===== src/rtl/pipe_pkg.sv =====
// pipe_pkg: shared stage state, default widths and per-stage control bundles
package pipe_pkg;
    typedef enum logic [1:0] {EMPTY = 2'd0, FULL = 2'd1, SKID = 2'd2} stage_state_t;
    localparam int DATA_W_DEF = 160;
    localparam int CTRL_W_DEF = 16;
    typedef struct packed {
        logic [3:0] alu_op;
        logic       alu_src;
        logic       reg_write;
        logic       mem_read;
        logic       mem_write;
        logic       mem_to_reg;
        logic       branch;
        logic       jump;
        logic       halted;
        logic [3:0] rsvd;
    } ex_ctrl_t;
    typedef struct packed {
        logic        reg_write;
        logic        mem_read;
        logic        mem_write;
        logic        mem_to_reg;
        logic        halted;
        logic [10:0] rsvd;
    } mem_ctrl_t;
    typedef struct packed {
        logic        reg_write;
        logic        mem_to_reg;
        logic        halted;
        logic [12:0] rsvd;
    } wb_ctrl_t;
    function automatic logic [1:0] occ_of(stage_state_t s);
        return s == FULL ? 2'd1 : s == SKID ? 2'd2 : 2'd0;
    endfunction
endpackage


===== src/rtl/sat_counter.sv =====
// sat_counter: saturating event counter with synchronous clear priority
module sat_counter #(
    parameter int W = 16
) (
    input  logic         clk,
    input  logic         rst_n,
    input  logic         inc,
    input  logic         clr,
    output logic [W-1:0] cnt
);
    always_ff @(posedge clk or negedge rst_n)
        if (!rst_n)
            cnt <= '0;
        else
            cnt <= clr ? '0 : (inc && cnt != '1) ? cnt + W'(1) : cnt;
endmodule


===== src/rtl/pipe_stage_skid.sv =====
// pipe_stage_skid: valid/ready pipeline register with skid entry, stall, flush and bubble stats
module pipe_stage_skid import pipe_pkg::*; #(
    parameter int DATA_W    = DATA_W_DEF,
    parameter int CTRL_W    = CTRL_W_DEF,
    parameter int ZERO_CTRL = 1,
    parameter int CNT_W     = 16
) (
    input  logic              clk,
    input  logic              rst_n,
    input  logic              stall,
    input  logic              flush,
    input  logic              in_valid,
    output logic              in_ready,
    input  logic [DATA_W-1:0] in_data,
    input  logic [CTRL_W-1:0] in_ctrl,
    output logic              out_valid,
    input  logic              out_ready,
    output logic [DATA_W-1:0] out_data,
    output logic [CTRL_W-1:0] out_ctrl,
    output logic [1:0]        occupancy,
    input  logic              cnt_clr,
    output logic [CNT_W-1:0]  bubble_cnt
);
    stage_state_t      state;
    logic              ready_en;
    logic [DATA_W-1:0] main_d, skid_d;
    logic [CTRL_W-1:0] main_c, skid_c;
    logic              in_fire, out_fire;
    always_comb begin
        in_ready  = !stall && state != SKID && ready_en;
        out_valid = !stall && (state == FULL || state == SKID);
        in_fire   = in_valid && in_ready;
        out_fire  = out_valid && out_ready;
        out_data  = main_d;
        out_ctrl  = (ZERO_CTRL != 0 && !out_valid) ? '0 : main_c;
        occupancy = occ_of(state);
    end
    always_ff @(posedge clk or negedge rst_n) begin
        if (!rst_n) begin
            state    <= EMPTY;
            ready_en <= 1'b0;
            main_d   <= '0;
            main_c   <= '0;
            skid_d   <= '0;
            skid_c   <= '0;
        end else begin
            ready_en <= 1'b1;
            if (flush)
                state <= EMPTY;
            else
                case (state)
                    EMPTY: if (in_fire) begin
                        state  <= FULL;
                        main_d <= in_data;
                        main_c <= in_ctrl;
                    end
                    FULL: if (in_fire && out_fire) begin
                        main_d <= in_data;
                        main_c <= in_ctrl;
                    end else if (out_fire) begin
                        state <= EMPTY;
                    end else if (in_fire) begin
                        state  <= SKID;
                        skid_d <= in_data;
                        skid_c <= in_ctrl;
                    end
                    SKID: if (out_fire) begin
                        state  <= FULL;
                        main_d <= skid_d;
                        main_c <= skid_c;
                    end
                    default: state <= EMPTY;
                endcase
        end
    end
    sat_counter #(.W(CNT_W)) u_bubble (
        .clk  (clk),
        .rst_n(rst_n),
        .inc  (out_ready && !out_valid && !stall),
        .clr  (cnt_clr),
        .cnt  (bubble_cnt)
    );
endmodule


===== config.mk =====
export PLATFORM = sky130hd
export DESIGN_NAME = pipe_stage_skid
export DESIGN_NICKNAME = d
export VERILOG_FILES = /design/src/rtl/pipe_pkg.sv /design/src/rtl/sat_counter.sv /design/src/rtl/pipe_stage_skid.sv
export SDC_FILE = /design/constraint.sdc
export NUM_CORES = 1
export LEC_CHECK = 0
export ABC_AREA = 1
export CORE_MARGIN = 1.5
export CORE_UTILIZATION = 55
export DETAILED_ROUTE_END_ITERATION = 8
export GPL_TIMING_DRIVEN = 0
export PLACE_DENSITY_LB_ADDON = 0.3
export SLEW_MARGIN = 20
export SYNTH_ARGS = -nofsm -noshare
export SYNTH_HDL_FRONTEND = slang
export SYNTH_SLANG_ARGS = --single-unit

===== constraint.sdc =====
create_clock -name clk -period 4.8 [get_ports clk]
set_clock_uncertainty 0.1 [all_clocks]
set_input_delay 0.96 -clock clk [delete_from_list [all_inputs] [get_ports clk]]
set_output_delay 0.96 -clock clk [all_outputs]
set_load 0.1 [all_outputs]

==> results of run 1 <==
==> registers in the layout, summed over array words and instances (netlist names) <==
signal	flops
main_c	16
skid_c	16
ready_en	1
skid_d	160
out_data	160
state	2
u_bubble.cnt	16
==> per-stage QoR <==
step                power, mW  worst slack, ns  cell area (um^2)
detailed placement       14.7           0.0868             21500
finish                   17.8           0.0852             22800
floorplan                12.2           -0.389             17200
global placement         14.5           -13.21             21400
global route             18.5          0.00402             22800
CTS                      17.8           0.0874             22800
==> area by class of cell <==
class                   instances  area share
flip-flops and latches        371       0.406
multi-input cells            1222       0.275
repair buffers                381       0.169
clock buffers                  53      0.0491
inverters                     213      0.0350
plain buffers                 120      0.0348
well taps                     396      0.0217
clock inverters                14     0.00789
diodes                          5    0.000548
==> cells in the final DEF (no fill, tap or decap), types with 2 or more instances in the layout <==
cell type	n
diode_2	5
clkdlybuf4s50_1	377
xor2_1	3
buf_4	4
buf_1	5
buf_2	21
buf_6	40
or2_2	2
o21ai_0	160
clkbuf_8	5
nand3_1	14
bufinv_16	4
inv_2	2
o21ai_1	89
o21ai_2	107
clkinv_2	7
ha_1	5
buf_16	3
nor2_1	42
nand4_1	13
dfrtp_1	371
nor2_4	2
nand2_1	595
o21bai_1	5
inv_1	211
nand2_4	2
clkbuf_1	55
clkbuf_16	41
o21a_1	176
clkbuf_2	2
==> synthesized netlist by cell type, drive strengths merged <==
cell type / n
conb: 1
nand4: 13
inv: 213
dfrtp: 371
nand3: 16
o21bai: 5
or2: 2
nor2: 45
xor2: 3
o21a: 176
a21boi: 1
ha: 5
nand2: 598
a21oi: 1
buf: 70
clkbuf: 50
o21ai: 356
==> power by group through the flow <==
stage | sequential, mW | clock, mW | combinational (mW)
4_1_cts | 5.41 | 3.11 | 9.31
5_1_grt | 5.57 | 3.25 | 9.67
3_3_place_gp | 5.40 | 0 | 9.11
3_5_place_dp | 5.42 | 0 | 9.27
6_report | 5.43 | 3.07 | 9.28
2_1_floorplan | 10.2 | 0 | 1.99
==> layer usage <==
metal	share of wire	track usage	wire length, um	vias to the layer above
met5	0.00029	0	14	-
met4	0.041	0.123	1980	2
met3	0.068	0.0539	3240	129
met2	0.48	0.484	22800	633
met1	0.42	0.393	19900	7309
li1	-	-	-	6973
==> kinds of logic after synthesis <==
logic type / synth area share
AND/OR/NAND/NOR: 0.154
XOR/XNOR: 0.00153
AO/OA/AOI/OAI: 0.207
flip-flops: 0.541
adder cells (fa/ha/maj): 0.00364
other: 0.000218
buffers and inverters: 0.0928
==> how the worst max path moves through the flow <==
stage | slack, ns | endpoint | startpoint
5_1_grt | 0.004 | out_ctrl[13] | stall
2_1_floorplan | -0.39 | out_ctrl[10] | stall
3_5_place_dp | 0.09 | out_ctrl[7] | stall
6_report | 0.09 | out_ctrl[12] | stall
3_3_place_gp | -13.21 | out_data[41] | rst_n
4_1_cts | 0.09 | out_ctrl[7] | stall
==> reports/qor.csv, run 1 <==
metric;value;unit
status;finished clean;
portBuffers;378;
via_count;15000;
yosysSeqAreaShare;0.541;
leakage;10.6;nW
num-fill-cells;2138;
swShare;0.514;
crit_arrival;3.65;ns
drive_gt1_frac;0.106;
first_iter_violations;1158;
clkPwrFrac;0.173;
finalCriticalPeriod;4.71;ns
yosys-top-cells-area;dfrtp_1 (54%), nand2_1 (13%), o21a_1 (7.7%), o21ai_2 (5.5%), o21ai_0 (4.7%);
tritoncts;built;
multi_input_area;6290;um^2
yosysTopAreaCell;dfrtp_1;
gr-total-overflow;0;
p_per_area;778;nW/um^2
wl_per_cell;17.2;um
start_kind;input port;
ff2ff_path_depth;8;
crit_chain;clkdlybuf4s50_1 > nor2_1 > inv_1 > clkbuf_1 > nor2_1 > clkdlybuf4s50_1;
syn_avg_cell_area;8.91;um^2
synth_top_area_frac;0.541;
holdWs;0.326;ns
path_depth;6;
antenna_found_initial;6;
die_w;180;um
hold_buffers;0;
cp_slowest_stage_delay;1.15;ns
worst_setup_path_end_kind;output pin;
seqCellArea;9280;um^2
critPathRequiredTime;3.74;ns
fmax;212;MHz
r2r_slack;2.35;ns
finalSetupTns;0;ns
die_h;180;um
holdCritPathClass;in -> async;
initial_core_util;0.560;
core_area;30700;um^2
yosysUniqueCellTypes;30;
dieArea;32300;um^2
cts_made_buffers;39;
clkSlewWorstSetupHoldPaths;0.06;ns
clock_latency;0.51;ns
slowest_stage;clkdlybuf4s50_1;
max_cap_violations;0;
dpl.hpwl;34.0;mm
grt_pass1_wl;78.3;mm
power_frac_comb;0.522;
grt_max_degree;102;
cp.buffers_inverters;4;
gp_routability_congestion;0.866;
p_switching;9.14;mW
layout.cells.non_filler;2775;
crit_type;in -> out;
maxSlewHeadroom;0.271;
netlist_instances;1926;
hold_viol;0;
cts-resized-gates;0;
synth_area;17200;um^2
root_buffer;clkbuf_16;
syn_nets;2114;
syn_to_final_growth;33.1;%
timing.rr.start;state[0];
drc_errors;0;
rows;64;
first_pass_iters;5;
p_int;8.64;mW
ctsHtreeMaxLevel;2;
yosys_warnings;0;
worstMarginPinSlew;1.09;ns
slew_violations;0;
track_usage;0.297;
placed_cells;2703;
r2r-end;out_data[117];
crit_family;buffers and inverters;
worstPathMaxFanout;10;
ant_nets;0;
fin_util;0.745;
grt_pass1_vias;15300;
finalWirelength;47.8;mm
setup_viol;0;
cts_buffer_depth;3;
rsz0062_at_grt;no;
cts.sinks;371;
ys_ff_latch;371;
finalNetCount;2536;
p_seq_frac;0.306;
min_period_over_period;0.982;
via_per_inst;5.42;
pin_count;379;
ir_worst_vdd;0.723;mV
post_cts_buffers;0;
No activity file was read; power rests on OpenSTA's default activity.
==> run 2: changes to the inputs <==
--- a/config.mk
+++ b/config.mk
@@ -15,3 +15,4 @@
 export SYNTH_ARGS = -nofsm -noshare
 export SYNTH_HDL_FRONTEND = slang
 export SYNTH_SLANG_ARGS = --single-unit
+export TNS_END_PERCENT = 50
==> results of run 2 <==
No change in the layout: final DEF, timing and power equal those of run 1.
==> run 3: changes to the inputs <==
--- a/config.mk
+++ b/config.mk
@@ -6,7 +6,7 @@
 export NUM_CORES = 1
 export LEC_CHECK = 0
 export ABC_AREA = 1
-export CORE_MARGIN = 1.5
+export CORE_MARGIN = 8
 export CORE_UTILIZATION = 55
 export DETAILED_ROUTE_END_ITERATION = 8
 export GPL_TIMING_DRIVEN = 0
==> reports/qor.csv, run 3 (synthesis results as in run 1) <==
metric;value;unit
r2r_slack;2.29;ns
critPathRequiredTime;3.74;ns
p_per_area;781;nW/um^2
path_depth;6;
ir_worst_vdd;0.708;mV
crit_arrival;3.39;ns
cts-resized-gates;1;
crit_chain;clkdlybuf4s50_1 > nor2_1 > inv_1 > clkbuf_1 > nor2_1 > dlygate4sd2_1;
final_common_cell;nand2_1;
fmax;225;MHz
leakage;10.8;nW
slew_violations;0;
fin_ws;0.346;ns
clock_latency;0.52;ns
dieArea;37100;um^2
cts.sinks;371;
crit_type;in -> out;
hold_viol;0;
grt_max_degree;104;
worstPathMaxFanout;10;
rows;64;
cpMostUsedCell;nor2_1;
die_w;193;um
setup_viol;0;
antenna_found_initial;8;
rsz0062_at_grt;no;
finalWirelength;51.0;mm
post_dp_cell_area;21600;um^2
gr-total-overflow;0;
cp_slowest_stage_delay;0.88;ns
min_period_over_period;0.928;
finalCriticalPeriod;4.45;ns
drive_gt1_frac;0.108;
worst_setup_path_end_kind;output pin;
first_iter_violations;1187;
status;finished clean;
worstMarginPinSlew;1.09;ns
maxSlewHeadroom;0.273;
drc_errors;0;
grt_pass1_wl;80.8;mm
portBuffers;378;
dp_slack;-0.00629;ns
max_cap_violations;0;
pin_count;379;
start_kind;input port;
core_area;30700;um^2
cts_made_buffers;39;
dpl.hpwl;36.7;mm
first_pass_iters;6;
root_buffer;clkbuf_16;
via_per_inst;5.38;
final_cell_mix;nand2_1 (595), dfrtp_1 (371), clkdlybuf4s50_1 (367);
ant_nets;0;
syn_to_final_growth;33.8;%
cp.buffers_inverters;4;
clkSlewWorstSetupHoldPaths;0.06;ns
initial_core_util;0.560;
ctsHtreeMaxLevel;2;
hold_buffers;0;
tritoncts;built;
final_area;23000;um^2
holdCritPathClass;in -> async;
post_cts_buffers;0;
track_usage;0.271;
slowest_stage;dlygate4sd2_1;
holdWs;0.224;ns
finalNetCount;2537;
wl_per_cell;18.4;um
die_h;193;um
via_count;15000;
ff2ff_path_depth;8;
crit_family;buffers and inverters;
gp_routability_congestion;0.855;
grt_pass1_vias;15400;
cts_buffer_depth;3;
==> run 3: layout make-up <==
| class | count | area (um^2) |
|---|---|---|
| Antenna cell | 5 | 12.5 |
| Buffer | 120 | 795 |
| Clock buffer | 63 | 1270 |
| Clock inverter | 7 | 110 |
| Fill cell | 2115 | 7690 |
| Inverter | 213 | 800 |
| Multi-Input combinational cell | 1222 | 6290 |
| Sequential cell | 371 | 9280 |
| Tap cell | 396 | 495 |
| Timing Repair Buffer | 382 | 3920 |
==> run 3: power by group <==
part	switching [mW]	total [mW]	internal [mW]	leakage, nW
Clock	1.22	3.19	1.96	0.685
Combinational	7.11	9.35	2.24	5.37
Sequential	0.856	5.40	4.55	4.72
Total	9.19	17.9	8.75	10.8
==> run 3: final timing paths <==
path,start,to
worst max-delay path,stall,out_ctrl[14]
worst max register to register,state[0],out_data[146]
max in group asynchronous,rst_n,out_data[38]
min in group clk,out_data[37],out_data[37]
worst min-delay path,rst_n,out_data[130]
worst min register to register,out_data[37],out_data[37]
==> run 3: through the flow <==
| step | util | power (mW) | std cells | setup TNS (ns) |
|---|---|---|---|---|
| 3_3_place_gp | 0.699 | 14.6 | 2700 | -4908.46 |
| 5_1_grt | 0.749 | 18.7 | 2779 | 0 |
| 2_1_floorplan | - | 12.2 | 1926 | -5.08 |
| 3_5_place_dp | 0.703 | 14.8 | 2704 | -0.00629 |
| 6_report | 0.749 | 17.9 | 2779 | 0 |
| 4_1_cts | 0.748 | 18.0 | 2774 | 0 |
==> run 3: per-layer routing <==
metal | vias up | part of all wire | track usage
li1 | 6975 | - | -
met4 | 6 | 0.037 | 0.105
met5 | - | 0.00059 | 0
met1 | 7240 | 0.39 | 0.341
met3 | 108 | 0.095 | 0.0788
met2 | 632 | 0.47 | 0.437
